==> src/rtl/seq_div.sv <==
// rtl/seq_div.sv - multi-cycle signed restoring divider (LO = Ra / Rb, HI = Ra % Rb)
// Optional build macro: SEQ_DIV_DIVZERO_EN (div_zero output and short divide-by-zero path).
module seq_div #(
  parameter int WIDTH = 32
) (
  input  logic             clock,
  input  logic             clear,
  input  logic             start,
  input  logic [WIDTH-1:0] Ra,
  input  logic [WIDTH-1:0] Rb,
  output logic             busy,
  output logic             done,
`ifdef SEQ_DIV_DIVZERO_EN
  output logic             div_zero,
`endif
  output logic [WIDTH-1:0] HI,
  output logic [WIDTH-1:0] LO
);

  localparam int CW = $clog2(WIDTH + 1);

  typedef enum logic [1:0] {
    IDLE  = 2'd0,
    RUN   = 2'd1,
    FIXUP = 2'd2
  } state_t;

  state_t state_q, state_d;

  logic [CW-1:0]    cnt_q;
  logic [WIDTH-1:0] rem_q;
  logic [WIDTH-1:0] quo_q;
  logic [WIDTH-1:0] dvs_q;
  logic [WIDTH-1:0] ra_q;
  logic             qneg_q;
  logic             rneg_q;
  logic             dz_q;
`ifdef SEQ_DIV_DIVZERO_EN
  logic             wait_q;
`endif

  logic load;
  logic step;
  logic fix;

  logic [WIDTH:0]   rem_sh;
  logic [WIDTH:0]   trial;
  logic [WIDTH-1:0] ra_mag;
  logic [WIDTH-1:0] rb_mag;
  logic [WIDTH-1:0] lo_fix;
  logic [WIDTH-1:0] hi_fix;

  // Same two's-complement negation the neg unit uses.
  function automatic logic [WIDTH-1:0] neg(input logic [WIDTH-1:0] x);
    return ~x + {{(WIDTH-1){1'b0}}, 1'b1};
  endfunction

  assign ra_mag = Ra[WIDTH-1] ? neg(Ra) : Ra;
  assign rb_mag = Rb[WIDTH-1] ? neg(Rb) : Rb;

  // The remainder stays below the divisor, so WIDTH+1 bits hold the shifted value.
  assign rem_sh = {rem_q, quo_q[WIDTH-1]};
  assign trial  = rem_sh - {1'b0, dvs_q};

  always_comb begin
    lo_fix = qneg_q ? neg(quo_q) : quo_q;
    hi_fix = rneg_q ? neg(rem_q) : rem_q;
    if (dz_q) begin
      lo_fix = '1;
      hi_fix = ra_q;
    end
  end

  assign busy = (state_q != IDLE);

  always_ff @(posedge clock or posedge clear) begin
    if (clear) begin
      state_q <= IDLE;
    end else begin
      state_q <= state_d;
    end
  end

  always_comb begin
    state_d = state_q;
    load    = 1'b0;
    step    = 1'b0;
    fix     = 1'b0;
    case (state_q)
      IDLE: begin
        if (start) begin
          load = 1'b1;
`ifdef SEQ_DIV_DIVZERO_EN
          if (Rb == '0) begin
            state_d = FIXUP;
          end else begin
            state_d = RUN;
          end
`else
          state_d = RUN;
`endif
        end
      end
      RUN: begin
        step = 1'b1;
        if (cnt_q == CW'(1)) begin
          state_d = FIXUP;
        end
      end
      FIXUP: begin
`ifdef SEQ_DIV_DIVZERO_EN
        // The short zero-divisor path lingers one cycle so done lands two edges after start.
        if (wait_q) begin
          state_d = FIXUP;
        end else begin
          fix     = 1'b1;
          state_d = IDLE;
        end
`else
        fix     = 1'b1;
        state_d = IDLE;
`endif
      end
      default: begin
        state_d = IDLE;
      end
    endcase
  end

  always_ff @(posedge clock or posedge clear) begin
    if (clear) begin
      cnt_q    <= '0;
      rem_q    <= '0;
      quo_q    <= '0;
      dvs_q    <= '0;
      ra_q     <= '0;
      qneg_q   <= 1'b0;
      rneg_q   <= 1'b0;
      dz_q     <= 1'b0;
      done     <= 1'b0;
      HI       <= '0;
      LO       <= '0;
`ifdef SEQ_DIV_DIVZERO_EN
      wait_q   <= 1'b0;
      div_zero <= 1'b0;
`endif
    end else begin
      done <= 1'b0;
`ifdef SEQ_DIV_DIVZERO_EN
      div_zero <= 1'b0;
      if (state_q == FIXUP) begin
        wait_q <= 1'b0;
      end
`endif
      if (load) begin
        rem_q  <= '0;
        quo_q  <= ra_mag;
        dvs_q  <= rb_mag;
        ra_q   <= Ra;
        qneg_q <= Ra[WIDTH-1] ^ Rb[WIDTH-1];
        rneg_q <= Ra[WIDTH-1];
        dz_q   <= (Rb == '0);
        cnt_q  <= CW'(WIDTH);
`ifdef SEQ_DIV_DIVZERO_EN
        wait_q <= (Rb == '0);
`endif
      end
      if (step) begin
        if (!trial[WIDTH]) begin
          rem_q <= trial[WIDTH-1:0];
          quo_q <= {quo_q[WIDTH-2:0], 1'b1};
        end else begin
          rem_q <= rem_sh[WIDTH-1:0];
          quo_q <= {quo_q[WIDTH-2:0], 1'b0};
        end
        cnt_q <= cnt_q - CW'(1);
      end
      if (fix) begin
        LO   <= lo_fix;
        HI   <= hi_fix;
        done <= 1'b1;
`ifdef SEQ_DIV_DIVZERO_EN
        div_zero <= dz_q;
`endif
      end
    end
  end

endmodule

==> config.mk <==
export PLATFORM = sky130hd
export DESIGN_NAME = seq_div
export DESIGN_NICKNAME = d
export VERILOG_FILES = /design/src/rtl/seq_div.sv
export SDC_FILE = /design/constraint.sdc
export NUM_CORES = 1
export LEC_CHECK = 0
export CORE_ASPECT_RATIO = 1.2
export CORE_MARGIN = 4
export CORE_UTILIZATION = 40
export CTS_BUF_LIST = sky130_fd_sc_hd__clkbuf_8 sky130_fd_sc_hd__clkbuf_16
export DETAILED_ROUTE_END_ITERATION = 10
export GPL_TIMING_DRIVEN = 0
export PLACE_DENSITY_LB_ADDON = 0.25
export SKIP_LAST_GASP = 1
export SLEW_MARGIN = 10
export SYNTH_ARGS = -nofsm -noshare
export SYNTH_HDL_FRONTEND = slang
export SYNTH_SLANG_ARGS = --single-unit
==> constraint.sdc <==
create_clock -name clock -period 18.4 [get_ports clock]
set_clock_uncertainty 0.15 [all_clocks]
set_input_delay 2.76 -clock clock [delete_from_list [all_inputs] [get_ports clock]]
set_output_delay 2.76 -clock clock [all_outputs]
set_load 0.02 [all_outputs]
==> results.py <==
metrics = {
    "clocking": {
        "cts_tree": "built",
        "clk_pin_slew_ps": 60,
        "cts_root_buffer": "clkbuf_16",
        "cts_resized": 0,
        "cts_buffers": 24,
        "postCtsSetupBuffers": 0,
        "insertion_delay_ps": 520,
        "h-tree-depth": 1,
        "ctsHoldBuffers": 0,
        "numClockSinks": 203,
        "cts_buffer_depth": 3,
    },
    "timing": {
        "tightest_slew_ps": 962,
        "slew_violations": 0,
        "maxSlewHeadroom_pct": 34.2,
        "fin_ws_ps": 12740,
        "fin_setup_tns_ps": 0,
        "period_share_pct": 30.8,
        "whs_ps": 320,
        "setup_viol": 0,
        "min_period_ps": 5660,
        "maxClockFrequency_mhz": 177,
        "hold_violations": 0,
        "grt_setup_unrepaired": "no",
    },
    "layout": {
        "regArea_um2": 5080,
        "areaGrowthSynthToFinish_pct": 20.3,
        "drive_gt1_share_pct": 4.04,
        "final_nets": 1871,
        "final_area_um2": 16300,
        "fillCellCount": 3235,
        "num_antenna_cells": 0,
        "multi_input_area_um2": 7860,
    },
    "synth": {
        "synth_top_area_share_pct": 37.5,
        "ys_seq_area_share_pct": 37.5,
        "yosysWarningCount": 0,
        "synth_area_leaders": "dfrtp_1, nand2_1, xor2_1",
        "postSynth.asyncResetShare_pct": 100,
        "ys_top_cells_by_count": "nand2_1, dfrtp_1, o21ai_0",
        "synth-seq-cells": 203,
        "synth.cell_area_um2": 13500,
        "synth.most_common_cell": "nand2_1",
        "synth_nets": 1711,
        "postSynthAreaPerCell_um2": 8.44,
        "synth-edff-count": 0,
        "syn-instance-count": 1605,
        "yosys.area.top_type": "dfrtp_1",
        "synthFlopType": "dfrtp_1",
        "synth_cell_types": 66,
    },
    "power_and_ir_drop": {
        "p_leak_nw": 7.04,
        "ir_worst_vdd_v": 0.0000851,
        "power_density_nw_per_um2": 206,
    },
    "routing": {
        "wire_per_inst_um": 18.2,
        "vias": 12500,
        "drtPass1Iterations": 5,
        "via_per_inst": 5.58,
        "drt_iter0_drc": 1002,
        "drc": 0,
        "routed_wl_um": 40600,
        "antenna_left": 0,
    },
    "setup_path": {
        "path_delay_family": "simple AND/OR/NAND/NOR gates",
        "path_max_fanout": 5,
        "ff2ff_path_depth": 13,
        "worstPathRequired_ps": 18620,
        "crit_path_max_incr_delay_ps": 550,
        "start_kind": "primary input",
        "worstPathArrival_ps": 5890,
        "end_kind": "flip-flop",
        "cp.buffers_inverters": 2,
        "worstSetupPathType": "primary input to flip-flop",
        "path_cells": "clkdlybuf4s50_1 > inv_1 > ha_1 > or4b_1 > or4_1 > or4_4 > nand2b_1 > nand2b_4 > o31ai_2 > xor2_1 > o21ai_0",
        "path_depth": 11,
        "crit_path_top_delay_cell": "or4_4",
    },
    "place": {
        "gp_congestion": 0.901,
        "hpwl_um": 31500,
        "dp_slack_ps": 12200,
        "io_buffers": 132,
        "dpl-instance-area_um2": 15500,
    },
    "flow_run": {
        "cap_violations": 0,
    },
    "die": {
        "placementRows": 73,
        "io_pins": 133,
        "coreArea_um2": 33200,
        "dieArea_um2": 36900,
        "die_h_um": 210,
        "die_x_um": 176,
        "start_util_pct": 40.7,
    },
    "global_routing": {
        "grt_pass1_wl_um": 64800,
        "grt_use_met2_pct": 39.2,
        "grt-ovfl-total": 0,
        "first_global_vias": 12200,
        "gr-usage-all-layers_pct": 21.4,
        "grtUsageMet1_pct": 26.6,
        "grt-busiest-layer": "met2",
        "grt_max_degree": 86,
        "antenna_found_initial": 1,
        "grt_use_met3_pct": 2.95,
    },
    "run_status": {
        "status": "complete, no violations",
    },
    "hold_path": {
        "hp-class": "flip-flop to flip-flop",
        "hold-path-cell-count": 2,
    },
}
-- flip-flops by register name (all words and copies together) (netlist names) --
name and cells:
HI 32, LO 32, done 1, qneg_q 1, dz_q 1, dvs_q 32
rem_q 32, quo_q 32, state_q 2, cnt_q 6, ra_q 32
-- area by class of cell --
type | count | area share, %
multi-input cells | 1243 | 48.2
flip-flops and latches | 203 | 31.2
repair buffers | 134 | 8.45
clock buffers | 30 | 4.26
well taps | 450 | 3.46
plain buffers | 110 | 2.58
inverters | 49 | 1.18
clock inverters | 13 | 0.661
-- cell usage in the layout (no fill, tap or decap), drive strengths merged, types with 5 or more instances in the layout --
cell type | synthesis | final
o22a | 8 | 8
ha | 38 | 38
xor2 | 103 | 103
clkdlybuf4s50 | 0 | 132
and2 | 8 | 8
clkinv | 0 | 5
o21a | 5 | 5
nor4 | 12 | 12
o211ai | 11 | 11
a21o | 19 | 19
buf | 20 | 22
nand4 | 7 | 7
a21oi | 71 | 71
inv | 49 | 55
dfrtp | 203 | 203
or2 | 6 | 6
nand2 | 253 | 253
nand3 | 57 | 57
a31oi | 5 | 5
nand2b | 18 | 18
and3 | 25 | 25
a2111o | 18 | 18
nor2 | 66 | 66
nor3 | 52 | 52
o31ai | 36 | 36
o41ai | 23 | 23
a22oi | 31 | 31
o21ai | 156 | 156
nor2b | 14 | 14
or3 | 14 | 14
xnor2 | 39 | 39
a221oi | 11 | 11
clkbuf | 90 | 120
a211oi | 15 | 15
mux2i | 31 | 31
or4 | 18 | 18
nand3b | 37 | 37
-- worst reg2reg max path, cell delays in order, from the launching register on --
cell,delay [ps]
dfrtp_1,510
inv_1,110
ha_1,240
fa_1,400
nand2b_1,190
a21o_1,200
a211oi_1,560
o21a_1,350
a41o_1,370
a21o_1,250
buf_2,330
buf_2,310
o21ai_0,130
nand3_1,90
-- through the flow --
step / total power [mW] / utilization [%] / instances
floorplan: 2.28 / - / 1605
global placement: 2.82 / 46.4 / 2187
detailed placement: 2.86 / 46.6 / 2189
CTS: 3.36 / 49.0 / 2232
global route: 3.63 / 49.0 / 2232
finish: 3.36 / 49.0 / 2232
-- cells by family after synthesis --
family                     Yosys count  synth area share (%)
DFF                                203                  37.5
xor gates and xnor gates           142                  9.19
muxes                               34                  2.54
buffers and inverters              159                  4.46
adders and majority gates           39                  3.66
and+or+nand+nor                    594                  21.4
AOI/OAI and AO/OA                  434                  21.2
-- worst paths after layout --
kind,start,end,slack [ps]
hold reg to reg,LO[24],LO[24],320
hold / removal,LO[24],LO[24],320
min in group asynchronous,clear,LO[27],2460
setup reg to reg,quo_q[31],rem_q[0],14140
max in group asynchronous,clear,dvs_q[6],14540
setup / recovery,Rb[0],dvs_q[28],12740
-- metal layers --
metal  vias up  part of all wire (%)
met2       381                    50
met5         -                     0
li1       6088                     -
met4         0                   2.3
met1      5931                    42
met3        64                   5.8
-- power by group --
part / internal (mW) / total, mW / leakage, nW / switching (mW)
registers: 0.651 / 0.859 / 2.48 / 0.208
logic: 0.824 / 2.02 / 4.14 / 1.20
clock network: 0.292 / 0.484 / 0.424 / 0.191
Note: power is estimated with default switching activity, not from simulation.
